### src/rtl/rt_core_pkg.sv
// RT-Core shared types and constants.
// Imported by fetch, decode and later pipeline stages.
package rt_core_pkg;

    typedef logic [15:0] instr_t;
    typedef logic [15:0] pc_t;

    localparam instr_t NOP_INSTR        = 16'h0000;
    localparam pc_t    DEFAULT_RESET_PC = 16'h0000;

    typedef struct packed {
        pc_t    pc;
        instr_t instr;
    } fetch_entry_t;

endpackage

### src/rtl/rt_fetch_fifo.sv
// Synchronous prefetch FIFO for the fetch stage.
// Flush dominates push and pop; DEPTH must be a power of two.
module rt_fetch_fifo #(
    parameter int DEPTH = 2,
    parameter int WIDTH = 32,
    localparam int CW   = $clog2(DEPTH + 1),
    localparam int PW   = $clog2(DEPTH)
) (
    input  logic             clk,
    input  logic             rst,
    input  logic             push,
    input  logic [WIDTH-1:0] push_data,
    input  logic             pop,
    input  logic             flush,
    output logic             full,
    output logic             empty,
    output logic [CW-1:0]    count,
    output logic [WIDTH-1:0] head
);

    logic [WIDTH-1:0] mem_q [DEPTH];
    logic [WIDTH-1:0] mem_d [DEPTH];
    logic [PW-1:0]    rd_ptr_q, rd_ptr_d;
    logic [PW-1:0]    wr_ptr_q, wr_ptr_d;
    logic [CW-1:0]    count_q, count_d;
    logic             do_push, do_pop;

    assign full  = (count_q == CW'(DEPTH));
    assign empty = (count_q == '0);
    assign count = count_q;
    assign head  = mem_q[rd_ptr_q];

    assign do_pop  = pop && !empty;
    assign do_push = push && (!full || do_pop);

    always_comb begin
        mem_d    = mem_q;
        rd_ptr_d = rd_ptr_q;
        wr_ptr_d = wr_ptr_q;
        count_d  = count_q;
        if (flush) begin
            rd_ptr_d = '0;
            wr_ptr_d = '0;
            count_d  = '0;
        end else begin
            if (do_push) begin
                mem_d[wr_ptr_q] = push_data;
                wr_ptr_d        = wr_ptr_q + PW'(1);
            end
            if (do_pop) begin
                rd_ptr_d = rd_ptr_q + PW'(1);
            end
            count_d = count_q + CW'(do_push) - CW'(do_pop);
        end
    end

    always_ff @(posedge clk) begin
        if (rst) begin
            rd_ptr_q <= '0;
            wr_ptr_q <= '0;
            count_q  <= '0;
        end else begin
            rd_ptr_q <= rd_ptr_d;
            wr_ptr_q <= wr_ptr_d;
            count_q  <= count_d;
        end
    end

    // Storage needs no reset: nothing reads it while count is zero.
    always_ff @(posedge clk) begin
        mem_q <= mem_d;
    end

endmodule

### src/rtl/rt_fetch_unit.sv
// RT-Core instruction fetch stage: PC, request credits and stale-response
// dropping in front of a small prefetch FIFO feeding the IF/ID boundary.
module rt_fetch_unit
    import rt_core_pkg::*;
#(
    parameter pc_t RESET_PC = DEFAULT_RESET_PC,
    parameter int  DEPTH    = 2
) (
    input  logic         clk,
    input  logic         rst,
    output logic         imem_req_valid,
    input  logic         imem_req_ready,
    output logic [15:0]  imem_addr,
    input  logic         imem_rsp_valid,
    input  logic [15:0]  imem_rsp_data,
    input  logic         redirect_valid,
    input  logic [15:0]  redirect_pc,
    input  logic         stall,
    output logic         if_valid,
    output logic [15:0]  if_instr,
    output logic [15:0]  if_pc
);

    localparam int CW = $clog2(DEPTH + 1);
    localparam int EW = $bits(fetch_entry_t);

    pc_t           pc_q, pc_d;
    pc_t           rsp_pc_q, rsp_pc_d;
    logic [CW-1:0] inflight_q, inflight_d;
    logic [CW-1:0] drop_q, drop_d;

    logic [CW-1:0] fifo_count;
    logic          fifo_full, fifo_empty;
    logic [EW-1:0] fifo_head;
    fetch_entry_t  head_entry, push_entry;

    logic [CW:0]   occupancy;
    logic          credit_ok;
    logic          req_fire, rsp_fire, rsp_keep;
    logic          fifo_push, fifo_pop;

    assign occupancy = {1'b0, inflight_q} + {1'b0, fifo_count};
    assign credit_ok = occupancy < (CW + 1)'(DEPTH);

    // Valid depends only on state, redirect and reset, never on ready.
    assign imem_req_valid = !rst && !redirect_valid && credit_ok;
    assign imem_addr      = pc_q;

    assign req_fire = imem_req_valid && imem_req_ready;
    assign rsp_fire = imem_rsp_valid && (inflight_q != '0);
    assign rsp_keep = rsp_fire && (drop_q == '0) && !redirect_valid;

    assign push_entry = '{pc: rsp_pc_q, instr: imem_rsp_data};
    assign fifo_push  = rsp_keep && !fifo_full;
    assign fifo_pop   = !fifo_empty && !stall && !redirect_valid;

    always_comb begin
        pc_d       = pc_q;
        rsp_pc_d   = rsp_pc_q;
        inflight_d = inflight_q;
        drop_d     = drop_q;
        if (redirect_valid) begin
            pc_d       = redirect_pc;
            rsp_pc_d   = redirect_pc;
            // Everything still outstanding belongs to the old path.
            inflight_d = inflight_q - CW'(rsp_fire);
            drop_d     = inflight_q - CW'(rsp_fire);
        end else begin
            if (req_fire) begin
                pc_d = pc_q + 16'd1;
            end
            inflight_d = inflight_q + CW'(req_fire) - CW'(rsp_fire);
            if (rsp_fire) begin
                if (drop_q != '0) begin
                    drop_d = drop_q - CW'(1);
                end else begin
                    rsp_pc_d = rsp_pc_q + 16'd1;
                end
            end
        end
    end

    always_ff @(posedge clk) begin
        if (rst) begin
            pc_q       <= RESET_PC;
            rsp_pc_q   <= RESET_PC;
            inflight_q <= '0;
            drop_q     <= '0;
        end else begin
            pc_q       <= pc_d;
            rsp_pc_q   <= rsp_pc_d;
            inflight_q <= inflight_d;
            drop_q     <= drop_d;
        end
    end

    rt_fetch_fifo #(
        .DEPTH (DEPTH),
        .WIDTH (EW)
    ) u_fifo (
        .clk       (clk),
        .rst       (rst),
        .push      (fifo_push),
        .push_data (push_entry),
        .pop       (fifo_pop),
        .flush     (redirect_valid),
        .full      (fifo_full),
        .empty     (fifo_empty),
        .count     (fifo_count),
        .head      (fifo_head)
    );

    assign head_entry = fetch_entry_t'(fifo_head);

    assign if_valid = !fifo_empty;
    assign if_instr = if_valid ? head_entry.instr : NOP_INSTR;
    assign if_pc    = if_valid ? head_entry.pc : rsp_pc_q;

endmodule
### config.mk
export PLATFORM = sky130hd
export DESIGN_NAME = rt_fetch_unit
export DESIGN_NICKNAME = d
export VERILOG_FILES = /design/src/rtl/rt_core_pkg.sv /design/src/rtl/rt_fetch_fifo.sv /design/src/rtl/rt_fetch_unit.sv
export SDC_FILE = /design/constraint.sdc
export NUM_CORES = 1
export LEC_CHECK = 0
export BUFFER_PORTS_ARGS = -buffer_cell sky130_fd_sc_hd__buf_2
export CAP_MARGIN = 40
export CORE_ASPECT_RATIO = 1.75
export CORE_UTILIZATION = 55
export CTS_BUF_LIST = sky130_fd_sc_hd__clkbuf_16
export DETAILED_ROUTE_END_ITERATION = 7
export PLACE_DENSITY = 0.79
export RECOVER_POWER = 25
export SKIP_CTS_REPAIR_TIMING = 1
export SYNTH_ARGS = -nofsm -noshare
export SYNTH_HDL_FRONTEND = slang
export SYNTH_SLANG_ARGS = --single-unit
### constraint.sdc
create_clock -name clk -period 7.95 [get_ports clk]
set_clock_uncertainty 0.05 [all_clocks]
set_input_delay 0.3975 -clock clk [delete_from_list [all_inputs] [get_ports clk]]
set_output_delay 0.3975 -clock clk [all_outputs]
set_load 0.1 [all_outputs]
Word level (Yosys, flattened, before mapping):

Cells that the tools add are included.

* add/sub/neg operators: 11
* $lt $le $gt $ge: 4
* eq/ne operators: 2
* muxes and demuxes: 17
* bitwise gates (word level): 3
* reductions and logical operators: 29

Operator list (number)
* $mux W32: 4
* $mux W16: 7
* $bwmux W64: 1
* $add A16 B1 Y16 const B: 2
* $demux W32 S1: 1
* $logic_and A1 B1 Y1: 12
* $reduce_bool A2 Y1: 5
* $mux W2: 4
* $reduce_and A2 Y1: 3
* $sub A2 B1 Y2: 3
* $logic_not A1 Y1: 5
* $add A2 B1 Y2: 2
* $ge A2 B2 Y1 const B: 2
* $logic_not A2 Y1: 2
* $not A1 Y2: 2
* $add A2 B2 Y3: 1
* $lt A3 B2 Y1 const B: 1
* $add A1 B1 Y1 const B: 2
* $eq A2 B2 Y1 const B: 1
* $lt A2 B1 Y1 const B: 1
* $ne A2 B2 Y1 const B: 1
* $reduce_or A2 Y1: 1
* $sub A2 B1 Y2 const B: 1
* $logic_or A1 B1 Y1: 1
* $not A1 Y1: 1

* register bits after elaboration: 104
* input port bits: 38
* output and inout port bits: 50
* word-level logic and storage cells: 75

Logic depth before layout (Yosys ltp):

Gate-level depths: netlist of run 1.

* depth in word-level cells: 9
* depth in mapped cells: 12
* depth with buffers taken out: 12

By module:

Synthesis of run 1 repeated with hierarchy kept, for this count alone.

* cells, all modules: 403
* area, all modules: 4855.9 sq um

Modules (own cells, without submodules)
* rt_fetch_fifo: times used 1, cells an instance 128, area each 2527.4 sq um, sequential area each 2001.9 sq um
* rt_fetch_unit: times used 1, cells an instance 275, area each 2328.5 sq um, sequential area each 720.7 sq um

Worst setup path after synthesis of run 1:

OpenSTA, ideal clock, no wires.

* path type: reg-to-reg
* from: register drop_q[0]
* to: register u_fifo.mem_q[32] (netlist name) (enable)
* library setup time: 0.502 ns
* data arrival time: 3.984 ns
* data required time: 7.398 ns
* setup slack: 3.414 ns
* stages on the path, launching flop included: 6
* buffers on the path: 1
* period minus slack after synthesis: 4.536 ns
* path through: dfxtp_1 -> inv_1 -> ha_1 -> o211ai_2 -> clkbuf_1 -> nor4_1

* word-level cells in the longest chain between the ends: 6

Ends and longest elaborated chain
* from (decl): RTL line rt_fetch_unit.sv:30 `logic [CW-1:0] drop_q, drop_d;`
* from (signal assigned): RTL line rt_fetch_unit.sv:93 `drop_q <= drop_d;`
* $logic_not A2 Y1: RTL line rt_fetch_unit.sv:51 `assign rsp_keep = rsp_fire && (drop_q == '0) && !redirect_valid;`
* $logic_and A1 B1 Y1 (2 in series): RTL line rt_fetch_unit.sv:51
* $logic_and A1 B1 Y1: RTL line rt_fetch_unit.sv:54 `assign fifo_push = rsp_keep && !fifo_full;`
* $logic_and A1 B1 Y1: RTL line rt_fetch_fifo.sv:34 `assign do_push = push && (!full || do_pop);`
* $reduce_and A2 Y1 (no source line)
* to (signal assigned): RTL line rt_fetch_fifo.sv:71 `mem_q <= mem_d;`
* to (decl): RTL line rt_fetch_fifo.sv:21 `logic [WIDTH-1:0] mem_q [DEPTH];`

No other way between the ends.
A chain may end at the register's enable or synchronous reset.

Worst setup path after layout of run 1:

* from: register inflight_q[0]
* to: register inflight_q[1]

* word-level cells in the longest chain between the ends: 7
* elaborated cells between the ends (all ways): 10
* those cells by class: 4 x add/sub; 1 x order compare; 1 x mux; 4 x reduce/logical

Ends and longest elaborated chain
* from (decl): RTL line rt_fetch_unit.sv:29 `logic [CW-1:0] inflight_q, inflight_d;`
* from (signal assigned): RTL line rt_fetch_unit.sv:92 `inflight_q <= inflight_d;`
* $add A2 B2 Y3: RTL line rt_fetch_unit.sv:42 `assign occupancy = {1'b0, inflight_q} + {1'b0, fifo_count};`
* $lt A3 B2 Y1: RTL line rt_fetch_unit.sv:43 `assign credit_ok = occupancy < (CW + 1)'(DEPTH);`
* $logic_and A1 B1 Y1: RTL line rt_fetch_unit.sv:46 `assign imem_req_valid = !rst && !redirect_valid && credit_ok;`
* $logic_and A1 B1 Y1: RTL line rt_fetch_unit.sv:49 `assign req_fire = imem_req_valid && imem_req_ready;`
* $add A2 B1 Y2: RTL line rt_fetch_unit.sv:72 `inflight_d = inflight_q + CW'(req_fire) - CW'(rsp_fire);`
* $sub A2 B1 Y2: RTL line rt_fetch_unit.sv:72
* $mux W2 *: RTL line rt_fetch_unit.sv:62 `if (redirect_valid) begin`

Every way passes the cells marked *; elsewhere a longest branch is shown, timed or not.

==> metrics.yaml, run 1 <==
synth:
  most_used_standard_cell_by_instance_count_after_synthesis: "edfxtp_1"
  synth_cell_types: 42
  seq_area_frac_synth: 0.573
  synthTopCellsByCount: "edfxtp_1 (64), dfxtp_1 (40), mux2i_1 (35)"
  synthArstFlopShare: 0
  synthTopCellsByArea: "edfxtp_1 (40%), dfxtp_1 (17%), mux2i_1 (7.4%)"
  synth_top_area_share: 0.404
  synth_area_mm2: 0.00475
  post_synth_net_total: 467
  synth_cells: 420
  edff_count_synth: 64
  ys_seq_elements: 104
  synthesis.area_per_instance_um2: 11.3
  synthesis.yosys.warnings: 0
  synth_top_flop_cell: "edfxtp_1"
  yosys.area.top_type: "edfxtp_1"
min_path:
  hold_depth: 1
  holdCritStartpoint: "imem_rsp_data[14]"
  timing.hold.worst_endpoint: "u_fifo.mem_q[46]$_DFFE_PP_"
  hold_class: "in -> reg"
route:
  drtPass1Iterations: 5
  avgViaCountPerCell: 5.58
  via_count: 3466
  finalWirelength_um: 9860
  wirelength_per_cell_um: 15.9
  drt_iter0_markers: 139
  drcViolationCount: 0
  ant_nets: 0
layout:
  fin_nets: 548
  fin_area_mm2: 0.00563
  num-fill-cells: 607
  syn_to_final_growth_pct: 18.4
  fraction_of_final_layout_cells_with_drive_strength_greater_than_1: 0.227
  antenna_cells_inserted: 0
grt:
  grt_overflow: 0
  gr-max-usage-layer: "met2"
  first_global_vias: 3388
  groute.layer.met2.usage: 0.398
  grt_max_degree: 42
  global_route_wire_length_before_repair_um: 15600
  grt_antenna_before_repair: 0
  grt.met3_usage: 0.0435
  groute.layer.met1.usage: 0.249
  globalRouteTotalUtil: 0.227
floorplan:
  die_width_um: 72.3
  fp.dieH_um: 125
  die_area_mm2: 0.00904
  placementRows: 44
  floorplan.io_pins: 88
  core_area_mm2: 0.00831
  start_util: 0.572
flow_run:
  maxCapViolations: 0
sta:
  finalHoldViolations: 0
  slew_violations: 0
  finalWorstPathRequiredPeriod_ns: 3.15
  setup_total_negative_slack_ns: 0
  final_min_period_over_clock_period: 0.396
  relSlewSlack: 0.444
  max_freq_mhz: 317
  grt_setup_unrepaired: "no"
  finalSetupViolCount: 0
  timing_worst_slew_pin_value_ns: 0.832
  final_critical_path_setup_slack_ns: 4.80
worst_setup_path:
  regToRegStartpoint: "inflight_q[0]$_SDFF_PP0_"
  critical_path_required_ns: 8.12
  critical_path.startpoint_type: "flip-flop"
  critical_path.reg2reg.endpoint: "inflight_q[1]$_SDFF_PP0_"
  timing.critical_path.fanout_max: 10
  critical_path_arrival_ns: 3.32
  worst_setup_slack_for_register_to_register_paths_ns: 4.80
  setup.worst_path.end_class: "flip-flop"
  worstSetupPathType: "reg -> reg"
  timing.reg2reg.worst_path_depth: 12
place:
  gpl_wtd_cong: 0.770
  numPortBuffers: 87
  dp_worst_setup_slack_ns: 5.02
  dpl-instance-area_mm2: 0.00531
  sum_of_net_half_perimeters_after_detailed_placement_um: 6730
clock_network:
  numCtsBuffers: 9
  clk-insertion-delay-late_ns: 0.34
  root_buffer: "clkbuf_16"
  clock_tree_from_tritoncts: "yes"
  clock_pin_slew_of_the_registers_on_the_worst_case_setup_and_hold_paths_ns: 0.07
  numClockSinks: 104
  cts-root-to-sink-buffers: 2
  ctsHtreeMaxLevel: 3
status:
  status: "finished clean"
power:
  power_density_mw_per_mm2: 245
  total_leakage_power_uw: 0.00215
  vdd_ir_drop_max_v: 0.000178
cell type report:
type	instances	area [um^2]	share of cell area
flip-flops and latches	104	2720	0.484
multi-input cells	270	1860	0.330
repair buffers	91	488	0.0867
clock buffers	9	225	0.0400
well taps	115	144	0.0256
clock inverters	7	95.1	0.0169
inverters	25	93.8	0.0167
worst max-delay path, cell delays in order (launching register included):
cell and delay (ns):
dfxtp_1 0.43, inv_1 0.11, nor2_1 0.14, fa_1 0.49, nor3b_4 0.48, nand2_1 0.11, ha_1 0.31, inv_1 0.04
ha_1 0.18, xnor2_1 0.12, o21ai_0 0.30, xnor2_1 0.18, nor2_1 0.07
cell families after synthesis:
logic type | synth area share
AOI/OAI and AO/OA | 0.115
DFF | 0.573
muxes | 0.0737
and+or+nand+nor | 0.127
adders and majority gates | 0.0253
xor gates and xnor gates | 0.0479
buffers and inverters | 0.0389
power by group:
part           switching [uW]  internal (uW)  total [uW]
sequential               29.7            605         635
combinational             207           67.9         275
clock                     191            276         467
total                     428            950        1380
worst max path at each step:
stage	startpoint	endpoint	slack, ns	depth (start not counted)
4_1_cts	inflight_q[0]$_SDFF_PP0_	inflight_q[1]$_SDFF_PP0_	4.87	12
6_report	inflight_q[0]$_SDFF_PP0_	inflight_q[1]$_SDFF_PP0_	4.80	12
5_1_grt	inflight_q[0]$_SDFF_PP0_	inflight_q[1]$_SDFF_PP0_	4.63	12
3_5_place_dp	inflight_q[0]$_SDFF_PP0_	inflight_q[1]$_SDFF_PP0_	5.02	12
3_3_place_gp	inflight_q[0]$_SDFF_PP0_	inflight_q[1]$_SDFF_PP0_	5.15	12
2_1_floorplan	drop_q[0]$_SDFFE_PP0P_	u_fifo.mem_q[32]$_DFFE_PP_	3.41	5
stage by stage:
stage	utilization	hold slack, ns	total power [uW]	instances
3_3_place_gp	0.634	0.415	908	603
3_5_place_dp	0.639	0.414	918	605
4_1_cts	0.678	0.183	1380	621
6_report	0.677	0.196	1380	621
2_1_floorplan	-	0.397	865	420
5_1_grt	0.677	0.188	1420	621
sequential cells by signal, summed over array words and instances (netlist names):
| signal | flops |
|---|---|
| inflight_q | 2 |
| imem_addr | 16 |
| drop_q | 2 |
| u_fifo.wr_ptr_q | 1 |
| u_fifo.rd_ptr_q | 1 |
| u_fifo.mem_q | 64 |
| rsp_pc_q | 16 |
| u_fifo.count | 2 |
cell usage in the layout (no fill, tap or decap), types with 16 or more instances in the layout:
cell type,synthesis,layout
xnor2_1,16,16
inv_1,25,26
nand2_1,31,31
edfxtp_1,64,64
a21oi_1,19,19
dfxtp_1,40,39
nor2_1,27,26
o21ai_0,21,21
mux2i_1,35,35
buf_2,3,85
metal layers:
layer,vias up,wire length (um)
met1,1637,3750
met4,0,342
met3,24,504
li1,1680,-
met2,125,5260
met5,-,0
(Power assumes the default switching activity.)
==> run 2: changes to the inputs <==
clock period = 3.25 ns   (was 7.95 ns; I/O delays follow)
==> run 2 against run 1 <==
Fmax is 15% higher. Sequential power is 140% higher. Sequential cell count did not move. Clock power grew 120%. Hold slack got worse by 0.12 ns. Final cell count up 2.7%. Sequential share of layout area is 1.1 points lower. Final area up 2.3%. Utilization up 1.6 points. Largest cell class unchanged. Highest routed layer unchanged.
==> metrics.yaml, run 2 (synthesis gave the netlist of run 1 again) <==
sta:
  timing_worst_slew_pin_value_ns: 0.844  # +0.0118 ns
  final_min_period_over_clock_period: 0.843  # +0.447
  grt_setup_unrepaired: "no"
  max_freq_mhz: 365  # +15%
  finalHoldViolations: 0  # unchanged
  relSlewSlack: 0.437  # -0.00789
  finalWorstPathRequiredPeriod_ns: 2.74  # -0.410 ns
  finalSetupViolCount: 0  # unchanged
  final_critical_path_setup_slack_ns: 0.509  # -4.29 ns
  setup_total_negative_slack_ns: 0  # unchanged
  slew_violations: 0  # unchanged
grt:
  groute.layer.met2.usage: 0.396  # -0.00220
  grt.met3_usage: 0.0427  # -0.000806
  globalRouteTotalUtil: 0.221  # -0.00635
  groute.layer.met1.usage: 0.243  # -0.00625
  gr-max-usage-layer: "met2"
  grt_antenna_before_repair: 0  # unchanged
  grt_max_degree: 40  # -4.8%
  global_route_wire_length_before_repair_um: 15300  # -2.5%
  grt_overflow: 0  # unchanged
  first_global_vias: 3281  # -3.2%
worst_setup_path:
  worstSetupPathType: "reg -> reg"
  critical-path-slowest-cell: "fa_1"
  path_delay_family: "adder cells"
  critPathMaxStageDelay_ns: 0.50  # about the same
  critical_path_arrival_ns: 2.90  # -0.42 ns
  critical_path.startpoint_type: "flip-flop"
  setup.worst_path.end_class: "flip-flop"
  critical_path_required_ns: 3.41  # -4.71 ns
  crit_chain: "inv_1 > nor2_1 > fa_1 > nor3b_4 > nand2_1 > ha_1 > inv_1 > ha_1 > xnor2_1 > o21ai_0 > xnor2_1 > nor2_1"
  timing.critical_path.fanout_max: 5  # -5
  cp_num_buf_inv: 2  # unchanged
power:
  finalPower_uw: 3290  # +140%
  vdd_ir_drop_max_v: 0.000361  # +100%
  total_leakage_power_uw: 0.00218  # +1.6%
  power_density_mw_per_mm2: 571  # +130%
clock_network:
  clock_pin_slew_of_the_registers_on_the_worst_case_setup_and_hold_paths_ns: 0.07  # about the same
  root_buffer: "clkbuf_16"
  clk-insertion-delay-late_ns: 0.34  # about the same
  clock_tree_from_tritoncts: "yes"
  ctsHtreeMaxLevel: 3  # unchanged
  cts-root-to-sink-buffers: 2  # unchanged
  numCtsBuffers: 9  # unchanged
  numClockSinks: 104  # unchanged
layout:
  num-fill-cells: 610  # +0.49%
  largest-register: "u_fifo.mem_q"
  commonest_non_fill_non_tap_cell_in_the_layout: "buf_2"
  number_of_flip_flops_in_the_largest_register: 64  # unchanged
  antenna_cells_inserted: 0  # unchanged
  final_cell_count_no_fill: 638  # +2.7%
  syn_to_final_growth_pct: 21.1
  core_occupancy_in_the_finished_layout: 0.693  # +0.0155
  fraction_of_final_layout_cells_with_drive_strength_greater_than_1: 0.216  # -0.0112
  fin_nets: 565  # +3.1%
  highest_count_cells_in_the_layout_ignoring_fill_and_taps: "buf_2 (79), edfxtp_1 (64), dfxtp_1 (39), mux2i_1 (35), nand2_1 (31)"
flow_run:
  maxCapViolations: 0  # unchanged
floorplan:
  core_area_mm2: 0.00831  # unchanged
  floorplan.io_pins: 88  # unchanged
  die_width_um: 72.3  # unchanged
  placementRows: 44  # unchanged
  die_area_mm2: 0.00904  # unchanged
  start_util: 0.572  # unchanged
  fp.dieH_um: 125  # unchanged
place:
  sum_of_net_half_perimeters_after_detailed_placement_um: 6740  # +0.12%
  numPortBuffers: 87  # unchanged
  placedCellCount: 606  # +0.17%
  dp_worst_setup_slack_ns: 0.570  # -4.45 ns
  gpl_wtd_cong: 0.808  # +4.9%
status:
  status: "finished clean"
route:
  drcViolationCount: 0  # unchanged
  wirelength_per_cell_um: 15.3  # -3.9%
  drtPass1Iterations: 4  # -1
  via_count: 3511  # +1.3%
  ant_nets: 0  # unchanged
  finalWirelength_um: 9730  # -1.3%
  drt_iter0_markers: 211  # +52%
  avgViaCountPerCell: 5.50  # -1.4%
min_path:
  hold_class: "in -> reg"
==> run 2: cell types whose count changed in the layout (fill, tap and decap cells not counted), moves of 2 or more <==
cell and delta:
clkbuf_2 +2, dlygate4sd3_1 +16, buf_4 +3, buf_12 -2, buf_2 -6, clkbuf_1 +4
==> run 2: worst paths after layout <==
check,startpoint,end,slack (ns),cells past startpoint
hold / removal,redirect_pc[1],rsp_pc_q[1]$_SDFFE_PP0P_,0.07,3
setup / recovery,inflight_q[0]$_SDFF_PP0_,inflight_q[1]$_SDFF_PP0_,0.51,12
hold reg to reg,rsp_pc_q[15]$_SDFFE_PP0P_,u_fifo.mem_q[31]$_DFFE_PP_,0.45,0
setup reg to reg,inflight_q[0]$_SDFF_PP0_,inflight_q[1]$_SDFF_PP0_,0.51,12
==> run 2: power by group <==
part	leakage, uW	switching [uW]	total (uW)	internal (uW)
clock network	0.000139	454	1050	596
logic	0.00113	503	682	179
registers	0.000913	73.6	1550	1480
==> run 2: worst register-to-register path, cell delays in order, from the launching register on <==
cell     delay (ns)
dfxtp_1        0.42
inv_1          0.10
nor2_1         0.14
fa_1           0.50
nor3b_4        0.24
nand2_1        0.08
ha_1           0.28
inv_1          0.04
ha_1           0.19
xnor2_1        0.13
o21ai_0        0.23
xnor2_1        0.17
nor2_1         0.06
==> run 2: metal layers <==
layer,vias up,share of wire
met5,-,0
met4,0,0.020
met3,17,0.041
met2,105,0.55
met1,1670,0.39
li1,1719,-
==> run 2: metrics by stage <==
stage                     hold WS [ns]  area (um^2)
after CTS                      -0.0467         5610
after floorplan                  0.211         4770
after global routing             0.105         5760
final                           0.0736         5760
after global placement           0.302         5310
after detailed placement         0.309         5310
==> run 2: area by class of cell <==
type	count	area (um^2)	area share
Timing Repair Buffer	108	626	0.109
Tap cell	115	144	0.0250
Inverter	25	93.8	0.0163
Clock buffer	9	225	0.0391
Multi-Input combinational cell	270	1870	0.325
Sequential cell	104	2720	0.473
Clock inverter	7	72.6	0.0126
